--- config.mk ---
export PLATFORM = sky130hd
export DESIGN_NAME = control_sequencer
export DESIGN_NICKNAME = d
export VERILOG_FILES = /design/src/rtl/control_sequencer_pkg.sv /design/src/rtl/reg_decoder_4to16.sv /design/src/rtl/control_sequencer.sv
export SDC_FILE = /design/constraint.sdc
export NUM_CORES = 1
export LEC_CHECK = 0
export CORE_MARGIN = 2
export CORE_UTILIZATION = 27
export DETAILED_ROUTE_END_ITERATION = 7
export GPL_TIMING_DRIVEN = 0
export PLACE_DENSITY_LB_ADDON = 0.08
export REMOVE_ABC_BUFFERS = 1
export SYNTH_ARGS = -nofsm -noshare
export SYNTH_HDL_FRONTEND = slang
export SYNTH_SLANG_ARGS = --single-unit
--- constraint.sdc ---
create_clock -name clk -period 4.6 [get_ports clk]
set_clock_uncertainty 0.1 [all_clocks]
set_input_delay 0.92 -clock clk [delete_from_list [all_inputs] [get_ports clk]]
set_output_delay 0.92 -clock clk [all_outputs]
set_load 0.01 [all_outputs]
--- src/rtl/control_sequencer_pkg.sv ---
// Shared CPU definitions for the control sequencer: state encoding,
// multiply/divide opcodes and IR field bit positions.
package control_sequencer_pkg;

    typedef enum logic [2:0] {
        S_IDLE,
        S_T0,
        S_T1,
        S_T2,
        S_T3,
        S_T4,
        S_T5,
        S_T6
    } state_t;

    localparam logic [4:0] OPC_MUL = 5'b01110;
    localparam logic [4:0] OPC_DIV = 5'b01111;

    localparam int OPC_MSB = 31;
    localparam int OPC_LSB = 27;
    localparam int RA_MSB  = 26;
    localparam int RA_LSB  = 23;
    localparam int RB_MSB  = 22;
    localparam int RB_LSB  = 19;
    localparam int RC_MSB  = 18;
    localparam int RC_LSB  = 15;

    function automatic logic is_muldiv(input logic [4:0] opc);
        return (opc == OPC_MUL) || (opc == OPC_DIV);
    endfunction

endpackage

--- src/rtl/reg_decoder_4to16.sv ---
// Register-select decoder: 4-bit register index to a 16-bit one-hot
// strobe vector, all zero when not enabled.
module reg_decoder_4to16 (
    input  logic        en,
    input  logic [3:0]  idx,
    output logic [15:0] onehot
);

    assign onehot = en ? (16'h0001 << idx) : 16'h0000;

endmodule

--- src/rtl/control_sequencer.sv ---
// Fetch/execute control sequencer for MUL and DIV: walks T0..T6 once per
// start request and decodes datapath strobes from the registered state and IR.
module control_sequencer
    import control_sequencer_pkg::*;
(
    input  logic        clk,
    input  logic        clr,
    input  logic        start,
    input  logic [31:0] ir,
    output logic        PCout,
    output logic        MARin,
    output logic        IncPC,
    output logic        Zin,
    output logic        Zlowout,
    output logic        Zhighout,
    output logic        PCin,
    output logic        Read,
    output logic        MDRin,
    output logic        MDRout,
    output logic        IRin,
    output logic        Yin,
    output logic        MUL,
    output logic        DIV,
    output logic        LOin,
    output logic        HIin,
    output logic [15:0] Rout,
    output logic [15:0] Rin,
    output logic        busy,
    output logic        done,
    output logic        illegal
);

    state_t      state;
    logic [4:0]  opcode;
    logic [3:0]  rb;
    logic [3:0]  rc;
    logic        op_ok;
    logic        rout_en;
    logic [3:0]  rout_idx;
    logic        unused_ir_bits;

    assign opcode = ir[OPC_MSB:OPC_LSB];
    assign rb     = ir[RB_MSB:RB_LSB];
    assign rc     = ir[RC_MSB:RC_LSB];
    assign op_ok  = is_muldiv(opcode);

    // Ra and the immediate bits are not consumed by MUL/DIV sequencing.
    assign unused_ir_bits = ^{ir[RA_MSB:RA_LSB], ir[RC_LSB-1:0]};

    // NOTE: sequential state uses non-blocking assignments so every register
    // updates from pre-edge values regardless of statement order.
    always_ff @(posedge clk) begin
        if (clr) begin
            state <= S_IDLE;
        end else begin
            case (state)
                S_IDLE:  if (start) state <= S_T0;
                S_T0:    state <= S_T1;
                S_T1:    state <= S_T2;
                S_T2:    state <= S_T3;
                S_T3:    state <= op_ok ? S_T4 : S_IDLE;
                S_T4:    state <= S_T5;
                S_T5:    state <= S_T6;
                S_T6:    state <= S_IDLE;
                default: state <= S_IDLE;
            endcase
        end
    end

    // NOTE: every output gets a default before the case so no path can
    // leave one unassigned and infer a latch.
    always_comb begin
        {PCout, MARin, IncPC, Zin, Zlowout, Zhighout, PCin, Read,
         MDRin, MDRout, IRin, Yin, MUL, DIV, LOin, HIin} = '0;
        busy     = (state != S_IDLE);
        done     = 1'b0;
        illegal  = 1'b0;
        rout_en  = 1'b0;
        rout_idx = rc;
        case (state)
            S_T0: begin
                PCout = 1'b1;
                MARin = 1'b1;
                IncPC = 1'b1;
                Zin   = 1'b1;
            end
            S_T1: begin
                Zlowout = 1'b1;
                PCin    = 1'b1;
                Read    = 1'b1;
                MDRin   = 1'b1;
            end
            S_T2: begin
                MDRout = 1'b1;
                IRin   = 1'b1;
            end
            S_T3: begin
                Yin      = op_ok;
                rout_en  = op_ok;
                rout_idx = rb;
                illegal  = !op_ok;
            end
            S_T4: begin
                Zin     = 1'b1;
                MUL     = (opcode == OPC_MUL);
                DIV     = (opcode == OPC_DIV);
                rout_en = 1'b1;
            end
            S_T5: begin
                Zlowout = 1'b1;
                LOin    = 1'b1;
            end
            S_T6: begin
                Zhighout = 1'b1;
                HIin     = 1'b1;
                done     = 1'b1;
            end
            default: ;
        endcase
    end

    reg_decoder_4to16 u_rout_dec (
        .en     (rout_en),
        .idx    (rout_idx),
        .onehot (Rout)
    );

    assign Rin = 16'h0000;

endmodule

# Word level (Yosys, flattened, before mapping)
# Index checks and enable logic that the tools add are counted.
dict set report totals {
  register_bits 3
  inputBits 35
  output_inout_bits 51
}
dict set report op_classes {
  shift 1
  reduce_logical 6
  mux 17
  eq_ne 10
}
# cell n
set op_table {}
lappend op_table {{one-hot mux 3 bit (8 select lines)} 1}
lappend op_table {{2-to-1 mux 16 bit} 1}
lappend op_table {{left shift 1 x 4 -> 16 bit, first input constant} 1}
lappend op_table {{== test 3 bit, second input constant} 4}
lappend op_table {{2-to-1 mux 1 bit} 11}
lappend op_table {{== test 5 x 4 -> 1 bit, second input constant} 2}
lappend op_table {{== test 3 x 2 -> 1 bit, second input constant} 2}
lappend op_table {{2-to-1 mux 3 bit} 2}
lappend op_table {{2-to-1 mux 4 bit} 1}
lappend op_table {{OR reduction 2 bit} 2}
lappend op_table {{== test 3 x 1 -> 1 bit, second input constant} 1}
lappend op_table {{logical NOT 3 bit} 1}
lappend op_table {{nonzero test 3 bit} 1}
lappend op_table {{inequality test 2 bit, second input constant} 1}
lappend op_table {{one-hot mux 1 bit (2 select lines)} 1}
lappend op_table {{logical NOT 1 bit} 1}
lappend op_table {{logical OR 1 bit} 1}

# Logic depth before layout (Yosys ltp)
# Gate-level depths: netlist (run 1).
dict set report depth {
  depth_word 4
  mapped_depth 5
  mapped_depth_nobuf 4
}

# Hierarchy
# Synthesis (run 1) repeated with hierarchy kept, for this count alone.
dict set report hier_totals {
  hier_cells 84
  area_unflattened_um2 584.3
}
# module area_per_inst_um2 cells_each instances
set modules_own_cells {}
lappend modules_own_cells {control_sequencer 464.2 61 1}
lappend modules_own_cells {reg_decoder_4to16 120.1 23 1}

# Worst setup path before layout (run 1)
# Ideal clock, no wire load.
dict set report synth_timing {
  path_type {input port to output port}
  from {input port ir[31]}
  to {output port Rout[4]}
  path_buffers 1
  arrival_time_ps 1833
  path_stages 4
  slack_ps 1747
  path_cell_list {and4b_1 > clkbuf_1 > nand4b_1 > a21oi_1}
}
dict set report synth_between {
  elab_chain_cells 4
  elab_cells_between_ends 5
  classes_between {2 x eq/ne; 2 x mux; 1 x reduce/logical}
}
# item line_no
set synth_lines {}
lappend synth_lines {{start, declared} control_sequencer.sv:9} ;# input logic [31:0] ir,
lappend synth_lines {{== test 5 x 4 -> 1 bit} control_sequencer_pkg.sv:29} ;# return (opc == OPC_MUL) || (opc == OPC_DIV);
lappend synth_lines {{logical OR 1 bit *} control_sequencer_pkg.sv:29}
lappend synth_lines {{one-hot mux 1 bit (2 select lines) *} control_sequencer.sv:80} ;# case (state)
lappend synth_lines {{2-to-1 mux 16 bit *} reg_decoder_4to16.sv:9} ;# assign onehot = en ? (16'h0001 << idx) : 16'h0000;
lappend synth_lines {{end, declared} control_sequencer.sv:26} ;# output logic [15:0] Rout,
# Every way passes the cells marked *; elsewhere a longest branch is shown, timed or not.

# Worst setup path after layout (run 1)
dict set report layout_timing {
  from {input port ir[28]}
  to {output port Rout[5]}
}
# The elaborated chain is that of the path after synthesis.

==> results.md, run 1 <==
- Outcome: finished clean
- Clk pwr share: around 34%
- Hold Vio Cnt, Final: 0
- DRT Pass-1 Iters: 4
- Reg2reg end: state[0]
- H-tree Lvls: 1
- Total Routing Usage GR: 12.1%
- Leakage power: around 0.40 nW
- Yosys reg bits: 3
- Reg power frac: 24.0%
- Global-route wire length before repair: between 2000 and 3000 um
- # port buffers: 50
- Reg2Reg Launch Point: state[2]
- Antenna diodes: 0
- CTS max path bufs: 2
- Worst hold path depth: 1
- Setup TNS: 0 ps
- Cell mode on critical path: clkdlybuf4s50_1
- I/O pins: between 80 and 90
- GR Overflow Total: 0
- WS Path Type: input port to output port
- Area of the die: between 2000 and 3000 sq um
- Tcrit/Tclk final: 82.3%
- Startpoint types: input port
- Largest register by flop count: state
- Placer Congestion: between 0.6 and 0.7
- Flop-to-flop setup slack: between 3000 and 4000 ps
- Synth Cell Area: 663 sq um
- Hold buffer count at cts: 0
- Hold Path Origin: state[0]
- Crit path buffers/inverters: 2
- Unique masters post-synth: 28
- Crit-path slowest cell: clkdlybuf4s50_1
- Hold Path Sink: state[0]
- Critical Path RT: approximately 3600 ps
- Via density: ~4.5
- Clock slew at reported path FFs: around 40 ps
- Pwr dens: around 130 nW/um^2
- WL/cell: ~11 um
- Yosys top cell by area: buf_4
- Final setup vio count: 0
- CTS tree: built
- VDD IR max: around 0.086 mV
- Int Pwr: between 90 and 100 uW
- Final nets: around 170
- Initial antenna violation count: 0
- Cells after Synth: a little over 90
- Worst Setup SP: ir[28]
- Starting density of the core: between 20% and 30%
- Switch share: between 30 and 40%
- Post-CTS Resized: 0
- Period minus WS final: between 3000 and 4000 ps
- Slew Limit Fails: 0
- Routed wl met3: about 190 um
- Routed metal-1 wire length: roughly 700 um
- Antenna Nets Post-Route: 0
- Setup crit end kind: output port
- Sequential share of the synthesized area: 9.06%
- Clock latency on the worst-skew pair: 230 ps
- P&R area growth vs syn: 62.6%
- Crit Path Max Fanout: 9
- Core area: 2280 sq um
- # Max-Cap Violations: 0
- Std cell rows: 17
- CTS sink cnt: 3
- Vert. Die Dim: between 50 and 60 um
- Synthesis Warnings: 0
- Synthesized area per cell: around 7.1 sq um
- Highest Clock Rate: roughly 0.26 GHz
- Final core utilization: 47.4%
- DR top layer: met3
- Largest delay share family, worst path: buffers and inverters
- Comb power frac: 42.5%
- Top post-synthesis cells by area: buf_4 26%, a21oi_1 14%, dfxtp_1 9.1%
- Total wire length: approximately 1800 um
- Vias in the first global route: approximately 630
- Hpwl dp: between 1000 and 1500 um
- Biggest regs: state x3
- Reg2reg path depth: 3
- Fillcell total: between 200 and 250
- DRC Markers: 0
- Largest net degree at the start of global routing: 16
- RSZ-0062 raised after global routing: no
- Worst stage delay on the critical path: 550 ps
- Max reg flops: 3
- Worst Hold Class: flop to flop
- DIE WIDTH: ~54 um
- Via Count: 731
- Setup bufs post-CTS: 0
- Switch Pwr: about 44 uW
- Iter 0 DRT Violations: 8
- Crit path arrival time: between 2000 and 3000 ps
- Post-synth top area share: between 20% and 30%
- Num CTS Buffers: 3
- CP cell instances: clkdlybuf4s50_1 > and4b_1 > nand4b_1 > a21oi_1 > clkdlybuf4s50_1
- DR WL met2: between 800 and 900 um
- Fraction of layout cells with a size suffix above 1: under 10%
- Root buf cell: clkbuf_4
==> worst max-delay path by stage <==
stage,to,cells after the start
final,Rout[5],5
after global routing,Rout[3],5
after CTS,Rout[4],5
after detailed placement,Rout[4],5
after global placement,Rout[5],5
after floorplan,Rout[4],3
==> per-layer routing <==
metal  up-vias  global-route usage, %
met5         -                      0
met4         0                   5.13
met3         0                   1.39
met2        42                   21.2
met1       320                   14.8
li1        369                      -
==> layout make-up <==
type | instances | area, sq um | share of cell area [%]
sequential | 3 | 60.1 | 5.57
clock buffer | 4 | 26.3 | 2.44
timing repair buffer | 50 | 500 | 46.4
tap | 28 | 35.0 | 3.25
inverter | 3 | 11.3 | 1.04
multi-input combinational | 75 | 445 | 41.3
==> worst reg2reg max path: stages (launching register included) <==
cell and delay (ps):
dfxtp_1 590, nor2b_1 90, a211oi_1 230, nor3_1 60
==> power by group through the flow <==
stage	Combinational, mW	Clock, mW	Sequential [mW]
global placement	0.0571	0	0.0327
CTS	0.0580	0.0477	0.0326
detailed placement	0.0578	0	0.0327
global route	0.0636	0.0510	0.0329
floorplan	0.0256	0	0.0318
finish	0.0578	0.0456	0.0327
==> cells in the final DEF (no fill, tap or decap), types with 2 or more instances in the layout <==
master | netlist | routed
nand2_1 | 3 | 3
dfxtp_1 | 3 | 3
nor2b_1 | 6 | 6
nand4b_1 | 4 | 4
and2_1 | 2 | 2
conb_1 | 1 | 16
nand4_1 | 2 | 2
a21oi_1 | 18 | 18
nor2_1 | 7 | 7
clkbuf_4 | 0 | 3
inv_2 | 2 | 2
mux2i_1 | 3 | 3
nor3_1 | 2 | 2
clkdlybuf4s50_1 | 0 | 50
==> per-stage QoR <==
stage	hold WS, ps	setup slack (ps)	area [sq um]	power (mW)	std cells
2_1_floorplan	496	1840	517	0.0574	81
3_3_place_gp	553	803	1050	0.0898	159
3_5_place_dp	559	785	1050	0.0906	159
4_1_cts	582	783	1080	0.138	163
5_1_grt	618	636	1080	0.148	163
6_report	579	813	1080	0.136	163
==> kinds of logic (layout without fill, tap and decap cells) <==
logic type             count (synthesis)  count (layout)  share of synthesized area (%)
flip-flops                             3               3                           9.06
other                                  1              16                          0.565
buffers and inverters                 30              57                           32.3
AND/OR/NAND/NOR                       36              36                           36.6
multiplexers                           4               4                           6.79
AO/OA/AOI/OAI                         19              19                           14.7
==> cell usage after synthesis <==
library cell	number
a211oi_1	1
or3_1	1
nor3_1	2
clkbuf_1	2
and3_1	1
inv_1	1
and4b_1	1
and2_1	2
nand2b_4	1
mux2i_1	3
conb_1	1
inv_2	2
or4b_4	1
nand2b_1	1
nor4_1	1
nand4bb_1	1
buf_6	2
dfxtp_1	3
a21oi_1	18
mux2_4	1
nor2_1	7
nand4b_1	4
nor3b_4	1
buf_4	23
nand2_1	3
nor2b_1	6
nand3_1	1
nand4_1	2
(Power assumes the default switching activity.)
==> inputs of run 2 (changes only) <==
- CORE_UTILIZATION: 27 -> 23
- clock period: 4.6 -> 3.38 ns (I/O delays scaled with it)
==> results.md, run 2 (synthesis gave the netlist of run 1 again) <==
- Fillcell total: 300 (+30%)
- Crit path buffers/inverters: 2 (unchanged)
- Post-CTS Resized: 0 (unchanged)
- Antenna Nets Post-Route: 0 (unchanged)
- Via Count: 725 (-0.82%)
- Fin cells: 166 (+1.8%)
- Pwr dens: 174 nW/um^2 (+38%)
- Commonest non-fill, non-tap cell in the layout: clkdlybuf4s50_1
- Highest-count cells in the layout ignoring fill and taps: 50 x clkdlybuf4s50_1, 18 x a21oi_1, 16 x conb_1
- Root buf cell: clkbuf_4
- Fraction of layout cells with a size suffix above 1: 7.41% (+0.74 points)
- Setup TNS: 0 ps (unchanged)
- Hold Vio Cnt, Final: 0 (unchanged)
- Slew Limit Fails: 0 (unchanged)
- Placer Congestion: 0.666 (-0.15%)
- Worst stage delay on the critical path: 560 ps (about the same)
- CP cell instances: clkdlybuf4s50_1 > and4b_2 > nand4bb_1 > a21oi_1 > clkdlybuf4s50_1
- Core area: 2760 sq um (+21%)
- Hold Path Sink: state[0]
- CTS max path bufs: 2 (unchanged)
- # Max-Cap Violations: 0 (unchanged)
- Cell mode on critical path: clkdlybuf4s50_1
- I/O pins: 86 (unchanged)
- Clk pwr share: 34.6% (+1.1 points)
- Reg2Reg Launch Point: state[2]
- Largest register by flop count: state
- DIE WIDTH: 57.7 um (+7.7%)
- Total Routing Usage GR: 10.5% (-1.6 points)
- Crit Path Max Fanout: 9 (unchanged)
- Max reg flops: 3 (unchanged)
- Antenna diodes: 0 (unchanged)
- Flop-to-flop setup slack: 2220 ps (-1180 ps)
- Period minus WS final: between 3000 and 4000 ps
- Final setup vio count: 0 (unchanged)
- Std cell rows: 19 (+2)
- Int Pwr: 126 uW (+36%)
- DRC Markers: 0 (unchanged)
- Highest Clock Rate: 0.312 GHz
- Largest net degree at the start of global routing: 16 (unchanged)
- Critical Path RT: 2600 ps (-980 ps)
- Crit-path slowest cell: clkdlybuf4s50_1
- Startpoint types: input port
- Setup bufs post-CTS: 0 (unchanged)
- H-tree Lvls: 1 (unchanged)
- Worst hold slack: 560 ps (-18.5 ps)
- Num CTS Buffers: 3 (unchanged)
- VDD IR max: 0.116 mV (+34%)
- Worst Hold Class: flop to flop
- Via density: 4.37 (-2.6%)
- Hold buffer count at cts: 0 (unchanged)
- Leakage power: 0.397 nW (-0.15%)
- Clock latency on the worst-skew pair: 240 ps (about the same)
- Global-route wire length before repair: 2780 um (+6.6%)
- Area of the die: 3330 sq um (+16%)
- Iter 0 DRT Violations: 17 (+9)
- Switch share: 33.2% (+0.92 points)
- Hpwl dp: 1490 um (+5.1%)
- Reg2reg end: state[0]
- Reg2reg path depth: 3 (unchanged)
- Placed Cells: 162 (+1.9%)
- Largest delay share family, worst path: buffers and inverters
- Vias in the first global route: 649 (+3.5%)
- GR Overflow Total: 0 (unchanged)
- Vert. Die Dim: 57.7 um (+7.7%)
- Biggest regs: state x3
- Clock slew at reported path FFs: 40 ps (about the same)
- Total wire length: 1810 um (+2.6%)
- CTS tree: built
- # port buffers: 50 (unchanged)
- WL/cell: 10.9 um (+0.76%)
- Hold Path Origin: state[0]
- WS Path Type: input port to output port
- Tcrit/Tclk final: roughly 95%
- Crit path arrival time: 2430 ps (-340 ps)
- Final nets: 171 (unchanged)
- Worst Setup SP: ir[28]
- Reg power frac: 23.3% (-0.7 points)
- CTS sink cnt: 3 (unchanged)
- Switch Pwr: 62.5 uW (+42%)
- Starting density of the core: 24.0% (-5.1 points)
- DRT Pass-1 Iters: 4 (unchanged)
- P&R area growth vs syn: 63.4%
- Initial antenna violation count: 0 (unchanged)
- Comb power frac: 42.1% (-0.4 points)
- Outcome: finished clean
- RSZ-0062 raised after global routing: no
- Setup crit end kind: output port
- Worst hold path depth: 1 (unchanged)
==> run 2: cell types whose count changed in the layout (fill, tap and decap cells not counted) <==
cell / before / now
and4b_2: 0 / 1
and4b_1: 1 / 0
==> run 2: how the worst max path moves through the flow <==
stage / to / slack, ps / cells past startpoint
floorplan: Rout[4] / 1110 / 3
global placement: Rout[5] / 90 / 5
detailed placement: Rout[12] / 80 / 5
finish: Rout[1] / 170 / 5
global route: Rout[1] / 20 / 4
CTS: Rout[1] / 80 / 5
==> run 2: cell type report <==
cell class                      instances  area [sq um]  area share, %
Timing Repair Buffer                   50           500           46.2
Multi-Input combinational cell         75           447           41.2
Sequential cell                         3          60.1           5.54
Tap cell                               31          38.8           3.58
Clock buffer                            4          26.3           2.42
Inverter                                3          11.3           1.04
==> run 2: power by group through the flow <==
stage | clock network, mW | logic (mW) | registers [mW]
after global placement | 0 | 0.0789 | 0.0446
final | 0.0651 | 0.0792 | 0.0437
after global routing | 0.0733 | 0.0859 | 0.0447
after floorplan | 0 | 0.0348 | 0.0433
after CTS | 0.0687 | 0.0794 | 0.0437
after detailed placement | 0 | 0.0793 | 0.0443
==> run 2: through the flow <==
step / setup slack, ps / utilization [%] / cell area, sq um / power, mW
2_1_floorplan: 1110 / - / 517 / 0.0781
3_3_place_gp: 91.6 / 38.3 / 1060 / 0.123
3_5_place_dp: 80.7 / 38.3 / 1060 / 0.124
4_1_cts: 81.5 / 39.2 / 1080 / 0.192
5_1_grt: 21.8 / 39.3 / 1080 / 0.204
6_report: 173 / 39.3 / 1080 / 0.188
==> run 2: per-layer routing <==
metal	global-route usage, %	up-vias	wire [um]
met5	0	-	0
met4	3.99	0	19
met3	3.35	2	133
met2	17.5	31	901
met1	12.6	323	752
li1	-	369	-
==> inputs of run 3 (changes only) <==
- CORE_MARGIN: 2 -> 5
==> results.md, run 3 (synthesis gave the netlist of run 1 again) <==
- P&R area growth vs syn: 63.4% (unchanged)
- GR Overflow Total: 0 (unchanged)
- Highest-count cells in the layout ignoring fill and taps: 50 x clkdlybuf4s50_1, 18 x a21oi_1, 16 x conb_1
- Clock slew at reported path FFs: 40 ps (about the same)
- Core area: 2760 sq um (unchanged)
- Worst hold slack: 570 ps (+9.22 ps)
- Max reg flops: 3 (unchanged)
- DRC Markers: 0 (unchanged)
- Highest Clock Rate: 0.308 GHz (-1.1%)
- Final setup vio count: 0 (unchanged)
- I/O pins: 86 (unchanged)
- DRT Pass-1 Iters: 4 (unchanged)
- H-tree Lvls: 1 (unchanged)
- Worst Hold Class: flop to flop
- Crit path arrival time: 2470 ps (+40 ps)
- Clock latency on the worst-skew pair: 230 ps (about the same)
- Leakage power: 0.397 nW (unchanged)
- Startpoint types: input port
- Crit Path Max Fanout: 4 (-5)
- RSZ-0062 raised after global routing: no
- Std cell rows: 19 (unchanged)
- Via density: 4.36 (-0.14%)
- Hpwl dp: 1730 um (+16%)
- Final nets: 171 (unchanged)
- PnR worst setup slack: 138 ps (-36.0 ps)
- WL/cell: 12.6 um (+16%)
- Critical Path RT: 2600 ps (about the same)
- Setup TNS: 0 ps (unchanged)
- WS Path Type: input port to output port
- CTS tree: built
- # Max-Cap Violations: 0 (unchanged)
- Period minus WS final: 3240 ps (+36.0 ps)
- Vert. Die Dim: 63.7 um (+10%)
- Num CTS Buffers: 3 (unchanged)
- Tcrit/Tclk final: 95.9% (+1.1 points)
- Biggest regs: state x3
- Setup crit end kind: output port
- Largest register by flop count: state
- Initial antenna violation count: 0 (unchanged)
- CTS sink cnt: 3 (unchanged)
- Global-route wire length before repair: 3100 um (+11%)
- Setup bufs post-CTS: 0 (unchanged)
- Slew Limit Fails: 0 (unchanged)
- Vias in the first global route: 678 (+4.5%)
- Total wire length: 2100 um (+16%)
- CTS max path bufs: 2 (unchanged)
- Placer Congestion: 0.652 (-2.2%)
- VDD IR max: 0.0998 mV (-14%)
- Pre-CTS WS: 60.7 ps (-20.0 ps)
- Antenna Nets Post-Route: 0 (unchanged)
- Design Area, Final: 1080 sq um (unchanged)
- Outcome: finished clean
- Pwr dens: 174 nW/um^2 (+0.20%)
- Final core utilization: 39.3% (unchanged)
- Iter 0 DRT Violations: 14 (-3)
- Hold Vio Cnt, Final: 0 (unchanged)
- DIE WIDTH: 63.7 um (+10%)
- Antenna diodes: 0 (unchanged)
- Area post-placement: 1060 sq um (unchanged)
- Area of the die: 4060 sq um (+22%)
- Starting density of the core: 24.0% (unchanged)
- Largest net degree at the start of global routing: 16 (unchanged)
- Total Routing Usage GR: 9.44% (-1.1 points)
- Fraction of layout cells with a size suffix above 1: 7.41% (unchanged)
- # port buffers: 50 (unchanged)
- Via Count: 724 (-0.14%)
- Commonest non-fill, non-tap cell in the layout: clkdlybuf4s50_1
- Fillcell total: 291 (-3.0%)
- Root buf cell: clkbuf_4
==> run 3: where the power goes <==
part,leakage [nW],internal (mW),switching (mW)
clock,0.0150,0.0443,0.0198
sequential,0.0246,0.0378,0.00634
combinational,0.357,0.0434,0.0368
total,0.397,0.126,0.0629
==> run 3: final timing paths <==
kind             from  endpoint  slack [ps]  depth (start not counted)
max            ir[17]   Rout[3]         140                          4
min reg2reg  state[0]  state[1]         570                          2
max reg2reg  state[2]  state[0]        2180                          3
min          state[0]  state[1]         570                          2
==> run 3: repair_timing <==
action                                  in CTS  in global routing
endpoints found under the setup margin       0                 12
gates resized for setup                      0                  1
hold buffers                                 0                  0
==> run 3: final cells by class <==
class	count	area (sq um)	share of cell area, %
repair buffers	50	500	46.2
multi-input cells	75	447	41.2
flip-flops and latches	3	60.1	5.54
well taps	31	38.8	3.58
clock buffers	4	26.3	2.42
inverters	3	11.3	1.04
==> run 3: metal layers <==
metal | vias up | GRT usage (%) | share of wire, %
met5 | - | 0 | 0
met2 | 31 | 16.9 | 51
li1 | 369 | - | -
met1 | 324 | 10.1 | 41
met4 | 0 | 5.45 | 0
met3 | 0 | 1.78 | 7.9
==> run 3: critical path, stage by stage <==
cell             delay [ps]
clkdlybuf4s50_1         480
or4b_4                  580
a21oi_1                 170
clkdlybuf4s50_1         560
==> run 3: stage by stage <==
stage	power (mW)	cells
detailed placement	0.125	162
global placement	0.124	162
finish	0.188	166
CTS	0.191	166
global route	0.200	166
floorplan	0.0781	81
